File: src/rtl/cordic_divider.sv
`default_nettype none
// ----------------------------------------------------------------------------
// cordic_divider : signed fixed-point divider (normalise, linear-vectoring CORDIC, rescale)
// Revision 1.0
// ----------------------------------------------------------------------------
module cordic_divider #(
  parameter int WORD_LENGTH       = 18,
  parameter int FRAC_LENGTH       = 11,
  parameter int NUM_OF_ITERATIONS = 14
) (
  input  logic                   CLK,
  input  logic                   RST,
  input  logic                   in_valid,
  output logic                   in_ready,
  input  logic [WORD_LENGTH-1:0] Numerator,
  input  logic [WORD_LENGTH-1:0] Denominator,
  output logic [WORD_LENGTH-1:0] Quotient,
  output logic                   out_valid,
  input  logic                   out_ready,
  output logic                   div_by_zero,
  output logic                   overflow
);

  localparam int W   = WORD_LENGTH;
  localparam int MW  = WORD_LENGTH + 1;
  localparam int DW  = WORD_LENGTH + 4;
  localparam int ZF  = NUM_OF_ITERATIONS + 2;
  localparam int ZW  = ZF + 1;
  localparam int EW  = $clog2(3 * WORD_LENGTH) + 2;
  localparam int CW  = $clog2(NUM_OF_ITERATIONS + 1);
  localparam int OFF = WORD_LENGTH + ZF;
  localparam int XW  = ZW + 2 * WORD_LENGTH + FRAC_LENGTH;
  localparam int QW  = XW - OFF;

  typedef enum logic [2:0] {IDLE, NORM, ITER, SCALE, DONE} state_t;

  state_t                state, state_next;
  logic                  sign, num_neg, num_zero, den_zero;
  logic [MW-1:0]         mag_n, mag_d, abs_n, abs_d;
  logic signed [EW-1:0]  exp_n, exp_d;
  logic signed [DW-1:0]  y, x, x_sh;
  logic [ZW-1:0]         z, z_inc;
  logic [CW-1:0]         iter;
  logic                  norm_n, norm_d, last_iter;
  logic [EW-1:0]         shamt;
  logic [XW-1:0]         z_wide, z_round;
  logic [QW-1:0]         q_mag, limit;
  logic                  sat;
  logic [W-1:0]          q_abs, q_scaled;

  // Magnitudes carry one extra bit so -2^(W-1) negates exactly.
  assign abs_n = Numerator[W-1]   ? (MW'(0) - {1'b1, Numerator})   : {1'b0, Numerator};
  assign abs_d = Denominator[W-1] ? (MW'(0) - {1'b1, Denominator}) : {1'b0, Denominator};

  // Mantissa register holds W fraction bits; normalised means value in [0.5, 1.0).
  assign norm_n    = (mag_n[MW-1:MW-2] == 2'b01);
  assign norm_d    = (mag_d[MW-1:MW-2] == 2'b01);
  assign last_iter = (iter == CW'(NUM_OF_ITERATIONS - 1));
  assign x_sh      = x >>> iter;
  assign z_inc     = (ZW'(1) << ZF) >> iter;

  // Shift is offset by OFF so it is never negative; rounding happens on the final drop of OFF bits.
  assign shamt    = exp_n - exp_d + EW'(WORD_LENGTH + FRAC_LENGTH);
  assign z_wide   = XW'(z) << shamt;
  assign z_round  = z_wide + (XW'(1) << (OFF - 1));
  assign q_mag    = QW'(z_round >> OFF);
  assign limit    = sign ? (QW'(1) << (W - 1)) : ((QW'(1) << (W - 1)) - QW'(1));
  assign sat      = (q_mag > limit);
  assign q_abs    = sat ? limit[W-1:0] : q_mag[W-1:0];
  assign q_scaled = sign ? (W'(0) - q_abs) : q_abs;

  assign out_valid = (state == DONE);

  always_ff @(posedge CLK or negedge RST) begin
    if (!RST) begin
      state    <= IDLE;
      in_ready <= 1'b0;
    end else begin
      state    <= state_next;
      in_ready <= (state_next == IDLE);
    end
  end

  always_comb begin
    state_next = state;
    case (state)
      IDLE:    if (in_valid && in_ready) state_next = NORM;
      NORM:    if (den_zero || num_zero) state_next = DONE;
               else if (norm_n && norm_d) state_next = ITER;
      ITER:    if (last_iter) state_next = SCALE;
      SCALE:   state_next = DONE;
      DONE:    if (out_ready) state_next = IDLE;
      default: state_next = IDLE;
    endcase
  end

  always_ff @(posedge CLK or negedge RST) begin
    if (!RST) begin
      sign        <= 1'b0;
      num_neg     <= 1'b0;
      num_zero    <= 1'b0;
      den_zero    <= 1'b0;
      mag_n       <= '0;
      mag_d       <= '0;
      exp_n       <= '0;
      exp_d       <= '0;
      y           <= '0;
      x           <= '0;
      z           <= '0;
      iter        <= '0;
      Quotient    <= '0;
      div_by_zero <= 1'b0;
      overflow    <= 1'b0;
    end else begin
      case (state)
        IDLE: if (in_valid && in_ready) begin
          sign     <= Numerator[W-1] ^ Denominator[W-1];
          num_neg  <= Numerator[W-1];
          num_zero <= (Numerator == '0);
          den_zero <= (Denominator == '0);
          mag_n    <= abs_n;
          mag_d    <= abs_d;
          exp_n    <= EW'(WORD_LENGTH - FRAC_LENGTH);
          exp_d    <= EW'(WORD_LENGTH - FRAC_LENGTH);
        end
        NORM: if (den_zero) begin
          Quotient    <= num_neg ? {1'b1, {(W-1){1'b0}}} : {1'b0, {(W-1){1'b1}}};
          div_by_zero <= 1'b1;
          overflow    <= 1'b1;
        end else if (num_zero) begin
          Quotient    <= '0;
          div_by_zero <= 1'b0;
          overflow    <= 1'b0;
        end else begin
          if (!norm_n) begin
            mag_n <= mag_n[MW-1] ? (mag_n >> 1) : (mag_n << 1);
            exp_n <= mag_n[MW-1] ? (exp_n + EW'(1)) : (exp_n - EW'(1));
          end
          if (!norm_d) begin
            mag_d <= mag_d[MW-1] ? (mag_d >> 1) : (mag_d << 1);
            exp_d <= mag_d[MW-1] ? (exp_d + EW'(1)) : (exp_d - EW'(1));
          end
          y    <= {1'b0, mag_n, 2'b00};
          x    <= {1'b0, mag_d, 2'b00};
          z    <= '0;
          iter <= '0;
        end
        ITER: begin
          iter <= iter + CW'(1);
          if (!y[DW-1]) begin
            y <= y - x_sh;
            z <= z + z_inc;
          end else begin
            y <= y + x_sh;
            z <= z - z_inc;
          end
        end
        SCALE: begin
          Quotient    <= q_scaled;
          overflow    <= sat;
          div_by_zero <= 1'b0;
        end
        default: ;
      endcase
    end
  end

endmodule
`default_nettype wire

File: config.mk
export PLATFORM = sky130hd
export DESIGN_NAME = cordic_divider
export DESIGN_NICKNAME = d
export VERILOG_FILES = /design/src/rtl/cordic_divider.sv
export SDC_FILE = /design/constraint.sdc
export NUM_CORES = 1
export LEC_CHECK = 0
export BUFFER_PORTS_ARGS = -buffer_cell sky130_fd_sc_hd__buf_2
export CAP_MARGIN = 25
export CORE_AREA = 2 2 200 143
export DETAILED_ROUTE_END_ITERATION = 6
export DIE_AREA = 0 0 202 145
export PLACE_DENSITY = 0.78
export SKIP_CTS_REPAIR_TIMING = 1
export SYNTH_ARGS = -nofsm -noshare
export SYNTH_HDL_FRONTEND = slang
export SYNTH_SLANG_ARGS = --single-unit
File: constraint.sdc
create_clock -name CLK -period 8.6 [get_ports CLK]
set_input_delay 1.72 -clock CLK [delete_from_list [all_inputs] [get_ports CLK]]
set_output_delay 1.72 -clock CLK [all_outputs]
set_load 0.005 [all_outputs]
# Yosys cells after proc, flatten, opt, wreduce, memory -nomap -nowiden
# Index checks and enable logic that the tools add are counted.
[totals]
output_inout_bits = 22
reg_bits = 144
in_bits = 40
wordCells = 121
[op_classes]
eq_ne = 13
bitwise = 3
n_shift = 3
reduce_logical = 16
mux = 53
n_addsub = 15
n_lt_le_gt_ge = 1
[ops]
columns = ["operator", "count"]
rows = [
  ["2-to-1 mux 19 bit", 12],
  ["2-to-1 mux 18 bit", 6],
  ["one-hot mux 19 bit (2 select lines)", 2],
  ["2-to-1 mux 8 bit", 9],
  ["2-to-1 mux 22 bit", 3],
  ["adder 64 x 34 -> 64 bit, second input constant", 1],
  ["left shift 17 x 8 -> 64 bit", 1],
  ["2-to-1 mux 17 bit", 3],
  ["one-hot mux 22 bit (2 select lines)", 1],
  ["subtractor 1 x 19 -> 19 bit, first input constant", 2],
  ["logical NOT 18 bit", 2],
  ["one-hot mux 18 bit (2 select lines)", 1],
  ["one-hot mux 17 bit (2 select lines)", 1],
  ["one-hot mux 8 bit (2 select lines)", 2],
  ["> comparator 30 x 18 -> 1 bit", 1],
  ["adder 22 bit", 1],
  [">>> shifter 22 x 4 -> 22 bit", 1],
  ["subtractor 22 bit", 1],
  ["subtractor 1 x 18 -> 18 bit, first input constant", 1],
  ["adder 17 bit", 1],
  ["right shift 17 x 4 -> 17 bit, first input constant", 1],
  ["subtractor 17 bit", 1],
  ["adder 8 x 2 -> 8 bit, second input constant", 2],
  ["subtractor 8 x 2 -> 8 bit, second input constant", 2],
  ["other kinds (25)", 46],
]

# Logic depth before layout (Yosys ltp)
# Gate-level depths: netlist (run 1).
[logic_depth]
word_depth = 9
depth_mapped = 41
depth_no_buf = 39

# Worst setup path before layout (run 1)
# OpenSTA, ideal clock, no wires.
[synth_timing]
kind = "register to register"
startpoint = "reg exp_n[1]"
endpoint = "reg Quotient[16]"
required_ns = 8.534
path_slack_ns = 0.822
setup_ns = 0.066
n_path_buf = 1
t_arrival_ns = 7.713
synth_period_minus_slack_ns = 7.778
stages_incl_launch_ff = 40
cell_sequence = "dfrtp_1 inv_1 ha_1 inv_1 ha_1 inv_1 fa_1 xnor2_2 mux2i_1 mux2i_1 mux2i_1 a31oi_1 or2_2 inv_1 ha_1 inv_1 a211oi_2 and2_4 (+4 left out) ha_1 a21oi_1 o21ai_0 nor2_1 nand3_1 o21ai_0 o31ai_1 nor4_1 inv_1 clkbuf_1 o21ai_0 ha_1 o211ai_1 nor4_2 nand2_1 o41a_1 o21ai_1 a31o_1"
[synth_between]
elab_chain_cells = 9
[synth_rtl]
columns = ["element", "line_no", "rtl"]
rows = [
  ["start: declaration", "40", "logic signed [EW-1:0] exp_n, exp_d;"],
  ["start signal: assignment", "123", "exp_n <= EW'(WORD_LENGTH - FRAC_LENGTH);"],
  ["start signal: assignment", "137", "exp_n <= mag_n[MW-1] ? (exp_n + EW'(1)) : (exp_n - EW'(1));"],
  ["subtractor 8 bit (*)", "63", "assign shamt = exp_n - exp_d + EW'(WORD_LENGTH + FRAC_LENGTH);"],
  ["adder 8 x 6 -> 8 bit (*)", "63", ""],
  ["left shift 17 x 8 -> 64 bit (*)", "64", "assign z_wide = XW'(z) << shamt;"],
  ["adder 64 x 34 -> 64 bit (*)", "65", "assign z_round = z_wide + (XW'(1) << (OFF - 1));"],
  ["> comparator 30 x 18 -> 1 bit", "68", "assign sat = (q_mag > limit);"],
  ["2-to-1 mux 18 bit (*)", "69", "assign q_abs = sat ? limit[W-1:0] : q_mag[W-1:0];"],
  ["subtractor 1 x 18 -> 18 bit", "70", "assign q_scaled = sign ? (W'(0) - q_abs) : q_abs;"],
  ["2-to-1 mux 18 bit (*)", "70", ""],
  ["one-hot mux 18 bit (2 select lines) (*)", "115", "case (state)"],
  ["end signal: assignment", "127", "Quotient <= num_neg ? {1'b1, {(W-1){1'b0}}} : {1'b0, {(W-1){1'b1}}};"],
  ["end signal: assignment", "159", "Quotient <= q_scaled;"],
  ["end: declaration", "17", "output logic [WORD_LENGTH-1:0] Quotient,"],
]
# Mark *: on every way between the ends. The rest lies on a longest branch, timed or not.
# A chain may end at the register's enable or synchronous reset.

# Final worst setup path (run 1)
# Ends and elaborated chain as after synthesis.

==> results of run 1 <==
==> final cells by class <==
type,instances,area share [%]
clock inverters,15,0.8509
inverters,81,1.863
repair buffers,114,4.638
multi-input cells,1576,65.27
well taps,371,2.844
clock buffers,17,2.606
flip-flops and latches,143,21.92
==> metal layers <==
layer / vias up / share of wire (%) / GRT usage, %
met4: 0 / 1.3 / 6.250
li1: 6973 / - / -
met5: - / 0 / 0
met2: 647 / 41 / 43.66
met3: 60 / 10 / 7.323
met1: 7102 / 47 / 48.49
==> state kept, by name (all words and copies together), names as in the netlist <==
name         count
in_ready         1
sign             1
exp_n            8
mag_n           19
state            3
num_zero         1
Quotient        18
exp_d            8
x               19
num_neg          1
den_zero         1
overflow         1
y               22
div_by_zero      1
iter             4
z               16
mag_d           19
==> through the flow <==
stage	total power, uW	hold slack, ps	setup slack (ps)	instances	area (um2)
2_1_floorplan	708.0	458.7	821.8	1907	14890
3_3_place_gp	741.7	471.4	502.5	2277	15570
3_5_place_dp	743.2	475.9	217.3	2279	15600
4_1_cts	1474	492.2	182.0	2311	16160
5_1_grt	1512	512.1	36.04	2317	16320
6_report	1465	489.2	624.4	2317	16320
==> worst max-delay path, delay by kind of cell, from the launching register on <==
kind	cells	cell delay, ps
AO/OA/AOI/OAI	11	2100
AND/OR/NAND/NOR	9	1990
adder cells (fa/ha/maj)	6	1620
multiplexers	3	700
buffers and inverters	7	660
XOR/XNOR	2	480
flip-flops	1	380
==> power groups by stage <==
stage | logic (uW) | registers [uW] | clock network, uW
after global routing | 65.8 | 672 | 774
after floorplan | 22.7 | 685 | 0
after CTS | 58.8 | 672 | 743
after global placement | 56.6 | 685 | 0
after detailed placement | 58.1 | 685 | 0
final | 58.3 | 672 | 735
==> kinds of logic after synthesis <==
group                    Yosys count  share of synthesized area [%]
AO/OA/AOI/OAI                    533                          23.06
XOR/XNOR                         108                          6.556
adder cells (fa/ha/maj)           96                          8.270
buffers and inverters            188                          5.093
flip-flops                       143                          24.04
multiplexers                     126                          10.25
AND/OR/NAND/NOR                  713                          22.73
==> cells in the mapped netlist, drive strengths merged (30+ instances only) <==
cell type	instances
inv	77
buf	37
xnor2	79
ha	92
nor3	32
a21oi	108
mux2i	95
o31ai	30
nor2	137
nand2	315
dfrtp	143
nand3	47
clkbuf	70
o21ai	185
==> how the worst max path moves through the flow <==
stage,slack (ps),start,cells past startpoint,endpoint
floorplan,820,exp_n[1],39,Quotient[16]
global placement,500,exp_n[1],38,Quotient[16]
detailed placement,220,exp_n[1],38,Quotient[16]
CTS,180,exp_n[1],38,Quotient[16]
global route,40,exp_n[1],39,Quotient[16]
finish,620,exp_n[1],38,Quotient[16]
==> impl_metrics.yaml, run 1 <==
placed_design:
  post-dp-hpwl_mm: 34.21
  finalWeightedCongestion: 0.9586
  port-buffer-count: 61
global_routing:
  antenna_found_initial: 0
  gr-total-overflow: 0
  first_global_vias: 13420
  grt_max_degree: 79
  grt.total_usage_pct: 31.25
  grt_pass1_wl_mm: 73.42
yosys:
  syn_avg_cell_area_um2: 7.806
  ys_types: 102
  ys_ff_latch: 143
  syn-cell-area_um2: 14890
  synth_fp_nets: 2043
  synth.top_cell.area_share_pct: 24.04
  yosysSeqAreaShare_pct: 24.04
  synth_area_leader_cell: "dfrtp_1"
  yosys-top-cells-area: "dfrtp_1 24%, nand2_1 7.9%, ha_1 7.7%, mux2i_1 6.4%, o21ai_0 6.0%"
  async_reset_ff_share_pct: 100.0
  syn_inst: 1907
  synth-main-ff-cell: "dfrtp_1"
  ys_warn_count: 0
  synth_edf_count: 0
pwr:
  cellLeakagePower_uw: 0.007322
  internal_power_uw: 1077
  switching_power_uw: 388.3
  clkPwrFrac_pct: 50.1
  switching_share_pct: 26.50
  sequentialPowerShare_pct: 45.9
  powerDensity_nw_per_um2: 89.77
  peakVddDrop_mv: 0.1420
  comb_power_share_pct: 4.0
detailed_routing:
  drc: 0
  viasPerCell: 6.380
  ant_nets: 0
  drt_iter0_drc: 1874
  wirelength_mm: 45.65
  dr_total_vias: 14780
  drt_pre_antenna_iters: 7
  route.detailed.wl_per_inst_um: 19.70
die:
  num_rows: 51
  pin_count: 62
  core_um2: 27380
  die_h_um: 145
  initial_core_util_pct: 54.38
  die_w_um: 202
  die_area_um2: 29290
finish:
  drive_above_1_share_pct: 13.00
  final_core_util_pct: 59.62
  final_cell_mix: "311 x nand2_1, 177 x o21ai_0, 143 x dfrtp_1"
  multi_input_comb_area_um2: 10650
  nets: 2069
  nFillCells: 2426
  layout_commonest_cell: "nand2_1"
  num_antenna_cells: 0
  seqCellArea_um2: 3578
  area_growth_pct: 9.640
sta:
  setup-tns-final_ps: 0
  fin_worst_skew_ps: 17.94
  grt_setup_unrepaired: "no"
  fin_crit_sh_pct: 92.74
  slew_viol_final: 0
  worstMarginPinSlew_ps: 954.9
  relSlewSlack_pct: 36.13
  max_freq_mhz: 125.4
  layout_min_cycle_time_ps: 7976
  setup_viol: 0
  hold_viol: 0
hold_path:
  whs_endpoint: "Quotient[1]"
  hold_path_class: "flip-flop to flip-flop"
  hp-start: "Quotient[1]"
  hold_depth: 1
clocking:
  clk_path_buf_depth: 2
  cts.clk_slew.worst_paths_ps: 70
  cts_tree: "built"
  numCtsBuffers: 17
  root_buffer: "clkbuf_16"
  cts_max_level: 4
  clock_latency_ps: 450
  clkSinkCount: 143
setup_path:
  cp.required_ps: 8990
  cp_common_cell: "inv_1"
  slowest_delay_ps: 440
  end_kind: "flip-flop"
  worstSetupPathType: "flip-flop to flip-flop"
  cp-start-kind: "flip-flop"
  ff2ff_path_depth: 38
  r2r_end: "Quotient[16]"
  r2r_slack_ps: 620
  reg2reg_from: "exp_n[1]"
  critPathSlowestCell: "fa_2"
  cp_max_fo: 7
  arrival_ps: 8370
job:
  cap_violations: 0
outcome:
  status: "finished, final reports clean"
Note: power is estimated with default switching activity, not from simulation.
==> run 2, diff against run 1 <==
CTS_BUF_LIST = sky130_fd_sc_hd__clkbuf_4   (was not set)
==> run 2 against run 1 <==
Effect of this change:
- setup slack improved by 45 ps
- design area fell by 1.8%
- global-route usage fell by 0.24 points
- clock skew rose by 26 ps
- non-clock buffer count did not move
- critical path depth did not move
- fmax rose by 0.56%
- total power fell by 20%
- critical endpoint unchanged
==> impl_metrics.yaml, run 2 (synthesis gave the netlist of run 1 again) <==
setup_path:
  end_kind: "flip-flop"
  cp.required_ps: 9170
  worstSetupPathType: "flip-flop to flip-flop"
  cp-start-kind: "flip-flop"
  r2r_slack_ps: 670
  cp_max_fo: 7
  reg2reg_from: "exp_n[1]"
  slowest_delay_ps: 440
  ff2ff_path_depth: 38
  cp_common_cell: "inv_1"
  critPathSlowestCell: "fa_2"
  r2r_end: "Quotient[16]"
  arrival_ps: 8500
die:
  num_rows: 51
  die_w_um: 202
  initial_core_util_pct: 54.38
  die_h_um: 145
  pin_count: 62
  die_area_um2: 29290
  core_um2: 27380
global_routing:
  gr-total-overflow: 0
  grt-busiest-layer: "met1"
  grt_max_degree: 79
  antenna_found_initial: 1
  grt.total_usage_pct: 31.01
  met3_usage_pct: 5.952
  first_global_vias: 13370
  grt_pass1_wl_mm: 73.02
  grt_util_met1_pct: 49.14
  met2_usage_pct: 43.37
detailed_routing:
  viasPerCell: 6.390
  wirelength_mm: 45.54
  drt_pre_antenna_iters: 6
  route.detailed.wl_per_inst_um: 19.64
  drt_iter0_drc: 1849
  drc: 0
  ant_nets: 0
  dr_total_vias: 14810
sta:
  grt_setup_unrepaired: "no"
  worstMarginPinSlew_ps: 976.4
  relSlewSlack_pct: 34.68
  slew_viol_final: 0
  setup_viol: 0
  hold_viol: 0
  fin_worst_skew_ps: 44.03
  fin_crit_sh_pct: 92.22
  layout_min_cycle_time_ps: 7931
  setup-tns-final_ps: 0
  max_freq_mhz: 126.1
pwr:
  peakVddDrop_mv: 0.08045
  cellLeakagePower_uw: 0.007191
  powerDensity_nw_per_um2: 73.49
clocking:
  clk_path_buf_depth: 2
  numCtsBuffers: 17
  cts_tree: "built"
  root_buffer: "clkbuf_4"
  cts.clk_slew.worst_paths_ps: 160
  clkSinkCount: 143
  clock_latency_ps: 630
  cts_max_level: 4
job:
  cap_violations: 0
hold_path:
  hold_path_class: "flip-flop to flip-flop"
  hold_depth: 1
  hp-start: "Quotient[1]"
  whs_endpoint: "Quotient[1]"
finish:
  regMostFlops: "y"
  final_cell_mix: "311 x nand2_1, 177 x o21ai_0, 143 x dfrtp_1"
  drive_above_1_share_pct: 13.00
  layout_commonest_cell: "nand2_1"
  nFillCells: 2469
  nets: 2069
  largest_reg_flops: 22
  layout.cells.non_filler: 2318
  area_growth_pct: 7.657
placed_design:
  finalWeightedCongestion: 0.9586
  port-buffer-count: 61
  post-dp-hpwl_mm: 34.21
  dp_cells: 2279
outcome:
  status: "finished, final reports clean"
## run 2: changes by cell type in the layout (fill, tap and decap cells not counted), sizes merged
cell	change
diode	+1
## run 2: how the worst max path moves through the flow
stage	start	end	slack, ps	depth (start not counted)
4_1_cts	exp_n[1]	Quotient[16]	180	38
6_report	exp_n[1]	Quotient[16]	670	38
3_3_place_gp	exp_n[1]	Quotient[16]	500	38
2_1_floorplan	exp_n[1]	Quotient[16]	820	39
3_5_place_dp	exp_n[1]	Quotient[16]	220	38
5_1_grt	exp_n[1]	Quotient[16]	30	39
## run 2: cell type report
class / count / area [um2] / area share [%]
clock buffer: 17 / 127.6 / 0.7963
timing repair buffer: 114 / 757.0 / 4.723
antenna: 1 / 2.502 / 0.01561
sequential: 143 / 3578 / 22.33
tap: 371 / 464.2 / 2.896
multi-input combinational: 1576 / 10650 / 66.48
clock inverter: 15 / 138.9 / 0.8666
inverter: 81 / 304.0 / 1.897
## run 2: through the flow
stage | hold slack (ps) | area [um2] | setup WS [ps] | total power (uW) | util (%)
6_report | 507.4 | 16030 | 669.0 | 1178 | 58.54
5_1_grt | 533.4 | 16030 | 28.62 | 1219 | 58.54
4_1_cts | 501.5 | 15860 | 177.4 | 1184 | 57.95
3_5_place_dp | 475.9 | 15600 | 217.3 | 743.2 | 56.97
3_3_place_gp | 471.4 | 15570 | 502.5 | 741.7 | 56.89
2_1_floorplan | 458.7 | 14890 | 821.8 | 708.0 | -
## run 2: layer usage
| layer | up-vias | share of wire [%] | wire length [um] |
|---|---|---|---|
| met1 | 7156 | 48 | 22010 |
| met2 | 628 | 41 | 18720 |
| met3 | 51 | 9.3 | 4244 |
| met4 | 0 | 1.2 | 556 |
| met5 | - | 0 | 0 |
| li1 | 6977 | - | - |
## run 2: report_power, final
group,switching [uW],total (uW),internal [uW]
clock network,317,447,130
registers,0,673,673
logic,37.7,58.2,20.5
total,355,1180,823
## run 2: critical path: cells and delay by family, from the launching register on
family	cells	cell delay, ps
XOR/XNOR	2	480
multiplexers	3	660
AND/OR/NAND/NOR	9	1980
AO/OA/AOI/OAI	11	2080
flip-flops	1	410
buffers and inverters	7	660
adder cells (fa/ha/maj)	6	1640
==> run 3, diff against run 2 <==
ABC_AREA = 1   (was not set)
CORE_AREA = 2 2 196 140   (was 2 2 200 143)
DIE_AREA = 0 0 198 142   (was 0 0 202 145)
RECOVER_POWER = 50   (was not set)
SLEW_MARGIN = 30   (was not set)
==> run 3 against run 2 <==
Effect of this change:
- the flow now finishes with violations (max-capacitance violations, max-slew violations)
- critical path depth rose by 13
- wire length fell by 11%
- first-iteration DRC count fell by 3.1%
- highest routed layer unchanged
- count of clock-buffer cells in the layout rose by 2
- utilization fell by 1.4 points
- largest cell class unchanged
- area after synthesis fell by 4.0%
- flip-flop and latch count did not move
- critical endpoint is now Quotient[14]
==> impl_metrics.yaml, run 3 <==
outcome:
  status: "finished, violations left"
  violations: "max-capacitance violations, max-slew violations"
sta:
  fin_crit_sh_pct: 86.96
  max_freq_mhz: 133.7
  grt_setup_unrepaired: "no"
  relSlewSlack_pct: -204.7
  hold_viol: 0
  setup-tns-final_ps: 0
  fin_worst_skew_ps: 25.93
  layout_min_cycle_time_ps: 7479
  slew_viol_final: 181
  setup_viol: 0
  fin_ws_ps: 1121
  worstMarginPinSlew_ps: 4570
setup_path:
  end_kind: "flip-flop"
  worstSetupPathType: "flip-flop to flip-flop"
  cp-start-kind: "flip-flop"
  arrival_ps: 8030
  ff2ff_path_depth: 51
  cp_common_cell: "nand2_1"
  critPathSlowestCell: "dfrtp_1"
  slowest_delay_ps: 410
  cp_max_fo: 26
  cp.required_ps: 9150
global_routing:
  grt_pass1_wl_mm: 66.66
  gr-total-overflow: 0
  grt_max_degree: 83
  grt.total_usage_pct: 29.48
  antenna_found_initial: 1
  first_global_vias: 12980
hold_path:
  hold_depth: 2
  hold_path_class: "flip-flop to flip-flop"
placed_design:
  dp_cells: 2593
  dp_slack_ps: 1286
  post-dp-hpwl_mm: 30.77
  finalWeightedCongestion: 0.9736
  port-buffer-count: 61
yosys:
  syn_inst: 2248
  yosysSeqAreaShare_pct: 25.03
  synth.top_cell.area_share_pct: 25.03
  synth_most_common_cell: "nand2_1"
  syn_avg_cell_area_um2: 6.360
  synth_edf_count: 0
  synth_area_leader_cell: "dfrtp_1"
  ys_warn_count: 0
  syn-cell-area_um2: 14300
  ys_ff_latch: 143
  synth-main-ff-cell: "dfrtp_1"
  ys_types: 56
  synth_commonest_cells: "562 x nand2_1, 267 x o21ai_0, 259 x inv_1, 214 x nand3_1, 170 x nor2_1"
  yosys-top-cells-area: "dfrtp_1 25%, nand2_1 15%, o21ai_0 9.3%, ha_1 8.1%, nand3_1 7.5%"
  async_reset_ff_share_pct: 100.0
  synth_fp_nets: 2384
clocking:
  cts_tree: "built"
  numCtsBuffers: 17
  cts.clk_slew.worst_paths_ps: 130
  clock_latency_ps: 620
  clkSinkCount: 143
  clk_path_buf_depth: 2
  cts_max_level: 4
  root_buffer: "clkbuf_4"
detailed_routing:
  viasPerCell: 5.670
  wirelength_mm: 40.33
  drt_iter0_drc: 1792
  drt_pre_antenna_iters: 6
  dr_total_vias: 14890
  ant_nets: 0
  drc: 0
  route.detailed.wl_per_inst_um: 15.36
job:
  cap_violations: 3
finish:
  multi_input_comb_area_um2: 9273
  largest_reg_flops: 22
  final_cell_mix: "562 x nand2_1, 267 x o21ai_0, 259 x inv_1"
  nFillCells: 2538
  layout.cells.non_filler: 2626
  layout_commonest_cell: "nand2_1"
  seqCellArea_um2: 3580
  regMostFlops: "y"
  final_core_util_pct: 57.11
  area_growth_pct: 5.216
  nets: 2384
  drive_above_1_share_pct: 7.253
die:
  initial_core_util_pct: 54.28
  core_um2: 26340
  die_h_um: 142
  die_area_um2: 28120
  pin_count: 62
  die_w_um: 198
  num_rows: 50
[run 3: cell types whose count changed after synthesis, moves of 22 or more]
| cell | before | now |
|---|---|---|
| nand2_1 | 313 | 562 |
| nand4_1 | 18 | 44 |
| mux2i_1 | 95 | 2 |
| nor2_1 | 137 | 170 |
| xor2_1 | 28 | 54 |
| nand3_1 | 46 | 214 |
| xnor2_1 | 76 | 21 |
| inv_1 | 72 | 259 |
| o31ai_1 | 28 | 6 |
| nand2b_1 | 25 | 0 |
| o21ai_0 | 179 | 267 |
[run 3: cell type report]
class / count / area share, %
Sequential cell: 143 / 23.80
Timing Repair Buffer: 75 / 2.629
Antenna cell: 1 / 0.01664
Multi-Input combinational cell: 1731 / 61.65
Clock buffer: 19 / 0.9483
Inverter: 280 / 7.004
Tap cell: 364 / 3.028
Clock inverter: 13 / 0.9316
[run 3: logic make-up (layout without fill, tap and decap cells)]
logic type / after synthesis / in the layout / synth area share [%]
fa+ha+maj: 96 / 96 / 8.612
simple gates: 1091 / 1091 / 33.34
mux: 2 / 2 / 0.1400
xor+xnor: 76 / 76 / 4.787
other cells: 0 / 1 / 0
flops: 143 / 143 / 25.03
buf+inv: 374 / 387 / 10.23
compound gates: 466 / 466 / 17.86
[run 3: routing by layer]
layer  vias to the layer above  routed length [um]  global-route usage, %  part of all wire (%)
met3                        34                3609                  5.427                   8.9
met4                         0                 417                  5.421                   1.0
met1                      6820               20730                  48.12                    51
met5                         -                   0                      0                     0
li1                       7441                   -                      -                     -
met2                       595               15580                  39.64                    39
[run 3: metrics by stage]
| step | hold WS [ps] | area, um2 |
|---|---|---|
| 6_report | 506.8 | 15040 |
| 3_5_place_dp | 480.5 | 14780 |
| 5_1_grt | 522.8 | 15040 |
| 3_3_place_gp | 473.1 | 14780 |
| 4_1_cts | 510.6 | 15060 |
| 2_1_floorplan | 453.0 | 14300 |
[run 3: path summary, 6_finish.rpt]
| kind | from | end | slack [ps] |
|---|---|---|---|
| setup / recovery | exp_n[1] | Quotient[14] | 1120 |
| hold / removal | y[10] | y[10] | 510 |
| setup reg to reg | exp_n[1] | Quotient[14] | 1120 |
| hold reg to reg | y[10] | y[10] | 510 |
| max in group asynchronous | RST | sign | 2520 |
| min in group asynchronous | RST | iter[3] | 2730 |
[run 3: critical path: cells and delay by family (launching register included)]
family,cells,cell delay (ps)
AND/OR/NAND/NOR,29,3410
XOR/XNOR,1,310
AO/OA/AOI/OAI,7,1070
flip-flops,1,410
buffers and inverters,8,580
adder cells (fa/ha/maj),6,1630
Power of run 3 is left out: the tool's default activity adds up to more than one toggle a clock period on the data nets, which glitch-free logic cannot reach.
